<file path="config.mk">
export PLATFORM = sky130hd
export DESIGN_NAME = sort_stream_adapter
export DESIGN_NICKNAME = d
export VERILOG_FILES = /design/src/rtl/sort_stream_adapter.sv
export SDC_FILE = /design/constraint.sdc
export NUM_CORES = 1
export LEC_CHECK = 0
export ABC_AREA = 1
export CORE_AREA = 2 2 231 233
export CTS_BUF_LIST = sky130_fd_sc_hd__clkbuf_16
export DETAILED_ROUTE_END_ITERATION = 10
export DIE_AREA = 0 0 233 235
export PLACE_DENSITY = 0.6
export SKIP_LAST_GASP = 1
export SYNTH_ARGS = -nofsm -noshare
export SYNTH_HDL_FRONTEND = slang
export SYNTH_SLANG_ARGS = --single-unit
</file>
<file path="constraint.sdc">
create_clock -name clk -period 2.75 [get_ports clk]
set_input_delay 0.4125 -clock clk [delete_from_list [all_inputs] [get_ports clk]]
set_output_delay 0.4125 -clock clk [all_outputs]
set_load 0.005 [all_outputs]
</file>
<file path="src/rtl/sort_stream_adapter.sv">
// rtl/sort_stream_adapter.sv - 8-word valid/ready stream front end for the 8x32 sorter
// Optional abort on a stalled sorter: define SORT_TIMEOUT_EN.
module sort_stream_adapter #(
  parameter int W       = 32,
  parameter int TIMEOUT = 1024
) (
  input  logic         clk,
  input  logic         rst,
  input  logic         s_valid,
  output logic         s_ready,
  input  logic [W-1:0] s_data,
  output logic         m_valid,
  input  logic         m_ready,
  output logic [W-1:0] m_data,
  output logic         m_last,
  output logic         sort_rst,
  output logic         sort_start,
  output logic [W-1:0] sort_in0,
  output logic [W-1:0] sort_in1,
  output logic [W-1:0] sort_in2,
  output logic [W-1:0] sort_in3,
  output logic [W-1:0] sort_in4,
  output logic [W-1:0] sort_in5,
  output logic [W-1:0] sort_in6,
  output logic [W-1:0] sort_in7,
  input  logic [W-1:0] sort_out0,
  input  logic [W-1:0] sort_out1,
  input  logic [W-1:0] sort_out2,
  input  logic [W-1:0] sort_out3,
  input  logic [W-1:0] sort_out4,
  input  logic [W-1:0] sort_out5,
  input  logic [W-1:0] sort_out6,
  input  logic [W-1:0] sort_out7,
  input  logic         sort_done,
  output logic         busy,
  output logic         err
);
  typedef enum logic [1:0] {LOAD, SRST, START, DRAIN} state_t;

  state_t       state, next_state;
  logic [2:0]   cnt, cnt_nxt;
  logic [W-1:0] buf_r   [8];
  logic [W-1:0] buf_nxt [8];
  logic [W-1:0] sort_out [8];
  logic         s_hs, m_hs, abort;
  logic         s_ready_d, m_valid_d, m_last_d, sort_rst_d, sort_start_d, busy_d;
  logic [W-1:0] m_data_d;

  assign sort_out[0] = sort_out0;
  assign sort_out[1] = sort_out1;
  assign sort_out[2] = sort_out2;
  assign sort_out[3] = sort_out3;
  assign sort_out[4] = sort_out4;
  assign sort_out[5] = sort_out5;
  assign sort_out[6] = sort_out6;
  assign sort_out[7] = sort_out7;

  // The operand buffer is itself the register feeding the sorter.
  assign sort_in0 = buf_r[0];
  assign sort_in1 = buf_r[1];
  assign sort_in2 = buf_r[2];
  assign sort_in3 = buf_r[3];
  assign sort_in4 = buf_r[4];
  assign sort_in5 = buf_r[5];
  assign sort_in6 = buf_r[6];
  assign sort_in7 = buf_r[7];

  assign s_hs = s_valid && s_ready;
  assign m_hs = m_valid && m_ready;

`ifdef SORT_TIMEOUT_EN
  localparam int TW = $clog2(TIMEOUT + 1);
  logic [TW-1:0] tcnt;

  always_ff @(posedge clk or negedge rst) begin
    if (!rst)                tcnt <= '0;
    else if (state != START) tcnt <= '0;
    else                     tcnt <= tcnt + TW'(1);
  end

  // Fires in the TIMEOUT-th START cycle; a simultaneous done wins.
  assign abort = (state == START) && !sort_done && (tcnt == TW'(TIMEOUT - 1));

  always_ff @(posedge clk or negedge rst) begin
    if (!rst)                          err <= 1'b0;
    else if (abort)                    err <= 1'b1;
    else if (s_hs && cnt == 3'd0)      err <= 1'b0;
  end
`else
  logic [31:0] timeout_unused;
  assign timeout_unused = 32'(TIMEOUT);
  assign abort = 1'b0;
  assign err   = 1'b0;
`endif

  always_ff @(posedge clk or negedge rst) begin
    if (!rst) begin
      state      <= LOAD;
      cnt        <= '0;
      for (int k = 0; k < 8; k++) buf_r[k] <= '0;
      s_ready    <= 1'b0;
      m_valid    <= 1'b0;
      m_last     <= 1'b0;
      m_data     <= '0;
      sort_rst   <= 1'b1;
      sort_start <= 1'b0;
      busy       <= 1'b0;
    end else begin
      state      <= next_state;
      cnt        <= cnt_nxt;
      buf_r      <= buf_nxt;
      s_ready    <= s_ready_d;
      m_valid    <= m_valid_d;
      m_last     <= m_last_d;
      m_data     <= m_data_d;
      sort_rst   <= sort_rst_d;
      sort_start <= sort_start_d;
      busy       <= busy_d;
    end
  end

  always_comb begin
    next_state = state;
    case (state)
      LOAD:    if (s_hs && cnt == 3'd7) next_state = SRST;
      SRST:    next_state = START;
      START:   if (sort_done || abort) next_state = DRAIN;
      DRAIN:   if (m_hs && cnt == 3'd7) next_state = LOAD;
      default: next_state = LOAD;
    endcase
  end

  // Next datapath values, then outputs registered from the next state.
  always_comb begin
    cnt_nxt = cnt;
    for (int k = 0; k < 8; k++) buf_nxt[k] = buf_r[k];
    if (s_hs) begin
      buf_nxt[cnt] = s_data;
      cnt_nxt      = cnt + 3'd1;
    end
    if (m_hs) cnt_nxt = cnt + 3'd1;
    if (state == START && sort_done)
      for (int k = 0; k < 8; k++) buf_nxt[k] = sort_out[k];

    s_ready_d    = (next_state == LOAD);
    sort_rst_d   = (next_state == SRST);
    sort_start_d = (next_state == START);
    m_valid_d    = (next_state == DRAIN);
    m_last_d     = m_valid_d && (cnt_nxt == 3'd7);
    m_data_d     = m_valid_d ? buf_nxt[cnt_nxt] : m_data;
    busy_d       = (next_state != LOAD);
  end
endmodule

</file>
==> summary.txt <==
Status
  • Outcome: completed

Die
  • Die X: 233 um
  • Core area: 52,200 um^2
  • Site Rows: 84
  • Die footprint: 54,800 um^2
  • Starting Density: 34.5%
  • IO Pins: 588
  • Die Y: 235 um

Worst setup path
  • Delay-heaviest family, CP: simple AND/OR/NAND/NOR gates
  • Worst Path Arrival: 2.89 ns
  • Crit end category: flip-flop
  • Startpoint types: flip-flop
  • CP max-delay cell: nor2_1
  • CP max stage delay: 0.40 ns
  • Cell Chain, Critical Path: nand2_1 -> nor2_4 -> inv_8 -> buf_12 -> or2_2 -> nand2_1 -> nor2_1 -> nor2_1 -> nand2_1 -> nand3_1 -> nand2_1
  • Number of buffers and inverters on the critical path: 2
  • Reg2reg setup slack: 0.31 ns
  • Most frequent cell on the critical path: nand2_1
  • Critical Path Start: state[1]$_DFF_PN0_
  • Setup CP Type: reg2reg
  • WP data required: 3.21 ns
  • Worst r2r src: state[1]$_DFF_PN0_
  • Crit path max fanout: 77

Logic synthesis
  • Yosys Warn Count: 0
  • Mapped Nets: 2,978
  • Syn Inst Count: 2,683
  • Synth async-reset ratio: 100%
  • Mapped Area: 18,000 um^2
  • Most frequent cell after synthesis: nand2_1
  • Register bit total from synthesis: 299
  • Ys flop type: dfrtp_1
  • Number of flops mapped to enable cells by yosys: 0
  • Unique cell type count in the Yosys netlist: 26
  • Sequential area share after synthesis: 41.5%
  • Syn avg cell area: 6.73 um^2
  • Post-synth top cells: nand2_1, nand3_1, dfrtp_1
  • Largest area contributor in the netlist: dfrtp_1
  • Top cells by area, synth: dfrtp_1, nand3_1, nand2_1
  • Synth top area share: 41.3%

Clocking
  • CTS tree: done
  • Setup Buffers After CTS: 0
  • TritonCTS Buffers: 38
  • H-tree Lvls: 2
  • Clock Pin Slew Worst Setup and Hold Paths: 0.06 ns
  • Post-CTS Resized: 0
  • Max Root-Sink Buffers: 3
  • Clk root buf: clkbuf_16
  • Clock latency on the worst-skew pair: 0.58 ns
  • Clock sinks: 299

Place
  • Pre-CTS WS: -0.228 ns
  • Hpwl dp: 72.0 mm
  • PortBufs: 586
  • GPL Wtd Cong: 0.973

Route
  • First-pass DRT Iterations: 5
  • Drt drc: 0
  • Final wirelength: 95.5 mm
  • Post-route ant nets: 0
  • WL per Instance: 24.0 um
  • Total number of vias: 20,800
  • Via density per instance: 5.23
  • Drt first-iter violations: 2,036

Global route
  • First-pass GRT wire length: 138 mm
  • Vias in the first global route: 20,400
  • Total GRT Usage: 34.1%
  • Gr ovfl total: 0
  • Largest net degree at the start of global routing: 78
  • Antenna violations before repair: 10

STA
  • Clock skew: 0.0169 ns
  • Min cycle time layout: 2.44 ns
  • Achievable frequency: 410 MHz
  • Unrepaired setup endpoints after global routing: no
  • Count of final setup violators: 0
  • Slew headroom: 62.4%
  • Final Cycle Share: 88.6%
  • Slew at the pin closest to its max-slew limit: 0.563 ns
  • Hold violation count in the final report: 0
  • Final slew viol count: 0
  • Final WS setup: 0.312 ns

Power and ir drop
  • Design Power: 33.4 mW
  • Pleak: 13.1 nW
  • PD cells: 1250 nW/um^2
  • Max IR drop VDD: 0.704 mV

Cells and area
  • Fraction of final layout cells with drive strength greater than 1: 9.59%
  • Layout area overhead: 47.6%
  • Final nets: 3,555

Hold path
  • Hold Crit Class: in2async

Run
  • Total of max-cap violations: 0
-- sequential cells by signal, indices dropped and copies added, names as in the netlist, 2 cells and up --
register / cells
sort_in4: 32
sort_in3: 32
m_data: 32
sort_in6: 32
cnt: 3
sort_in1: 32
sort_in2: 32
sort_in5: 32
sort_in0: 32
state: 2
sort_in7: 32
-- stage by stage --
stage	std cells	instance area (um^2)	setup TNS [ns]	hold slack, ns	util [%]
6_report	3977	26600	0	0.363	51.0
5_1_grt	3976	26600	0	0.402	51.0
4_1_cts	3974	26600	0	0.383	51.0
3_5_place_dp	3907	25500	-0.517	0.386	48.8
3_3_place_gp	3907	25500	-0.455	0.377	48.8
2_1_floorplan	2683	18000	0	0.117	-
-- what timing repair did --
item | 4_1_cts | 5_1_grt
endpoints found under the setup margin | 0 | 0
hold buffers | 1 | 0
endpoints found under the hold margin | 44 | 0
-- cell families (layout without fill, tap and decap cells) --
group	after synthesis	count (layout)	share of synthesized area [%]
adder cells (fa/ha/maj)	2	2	0.139
buffers and inverters	444	1047	9.69
AO/OA/AOI/OAI	35	35	1.41
other	1	4	0.0208
AND/OR/NAND/NOR	1902	1902	47.3
flip-flops	299	299	41.5
-- cell usage in the layout, fill, tap and decap left out --
master	instances
and2_1	64
inv_1	284
dlygate4sd3_1	1
clkinv_1	10
dfrtp_1	298
nor2_1	132
clkbuf_16	41
buf_4	85
nand3_1	708
or2_0	1
nand2_1	849
conb_1	1
o21ai_4	1
o21ai_0	1
inv_8	1
or2_2	127
nand2_4	3
nand3_2	1
a21oi_1	1
diode_2	3
clkinv_2	3
ha_1	2
buf_8	1
nor3_1	1
nor2_4	9
o21bai_1	32
nand4_1	1
nand2_2	5
dfstp_2	1
buf_12	34
inv_2	2
clkdlybuf4s50_1	585
nor2_2	1
-- final cells by class --
| type | instances | area [um^2] |
|---|---|---|
| fillers | 5255 | 25600 |
| multi-input cells | 1940 | 8920 |
| flip-flops and latches | 299 | 7480 |
| repair buffers | 706 | 7200 |
| inverters | 275 | 1040 |
| clock buffers | 41 | 1030 |
| well taps | 688 | 861 |
| clock inverters | 25 | 97.6 |
| diodes | 3 | 7.51 |
-- report_power, final --
part / leakage (nW) / internal [mW] / total (mW) / switching (mW)
registers: 3.47 / 6.60 / 8.35 / 1.75
logic: 9.02 / 8.81 / 20.2 / 11.4
clock network: 0.600 / 2.65 / 4.76 / 2.11
-- path summary, 6_finish.rpt --
check	end	depth (start not counted)
min in group clk	sort_in5[12]$_DFF_PN0_	3
hold reg to reg	m_data[24]$_DFFE_PN0N_	2
hold / removal	sort_in4[23]$_DFF_PN0_	2
max in group asynchronous	sort_in6[4]$_DFF_PN0_	3
setup / recovery	m_data[4]$_DFFE_PN0N_	11
setup reg to reg	m_data[4]$_DFFE_PN0N_	11
-- per-layer routing --
layer	routed length [um]	global-route usage, %	vias up
li1	-	-	9607
met1	38100	43.7	9975
met2	44400	55.3	1032
met3	8860	7.80	179
met4	4020	13.6	12
met5	83	0	-
Note: power is estimated with default switching activity, not from simulation.
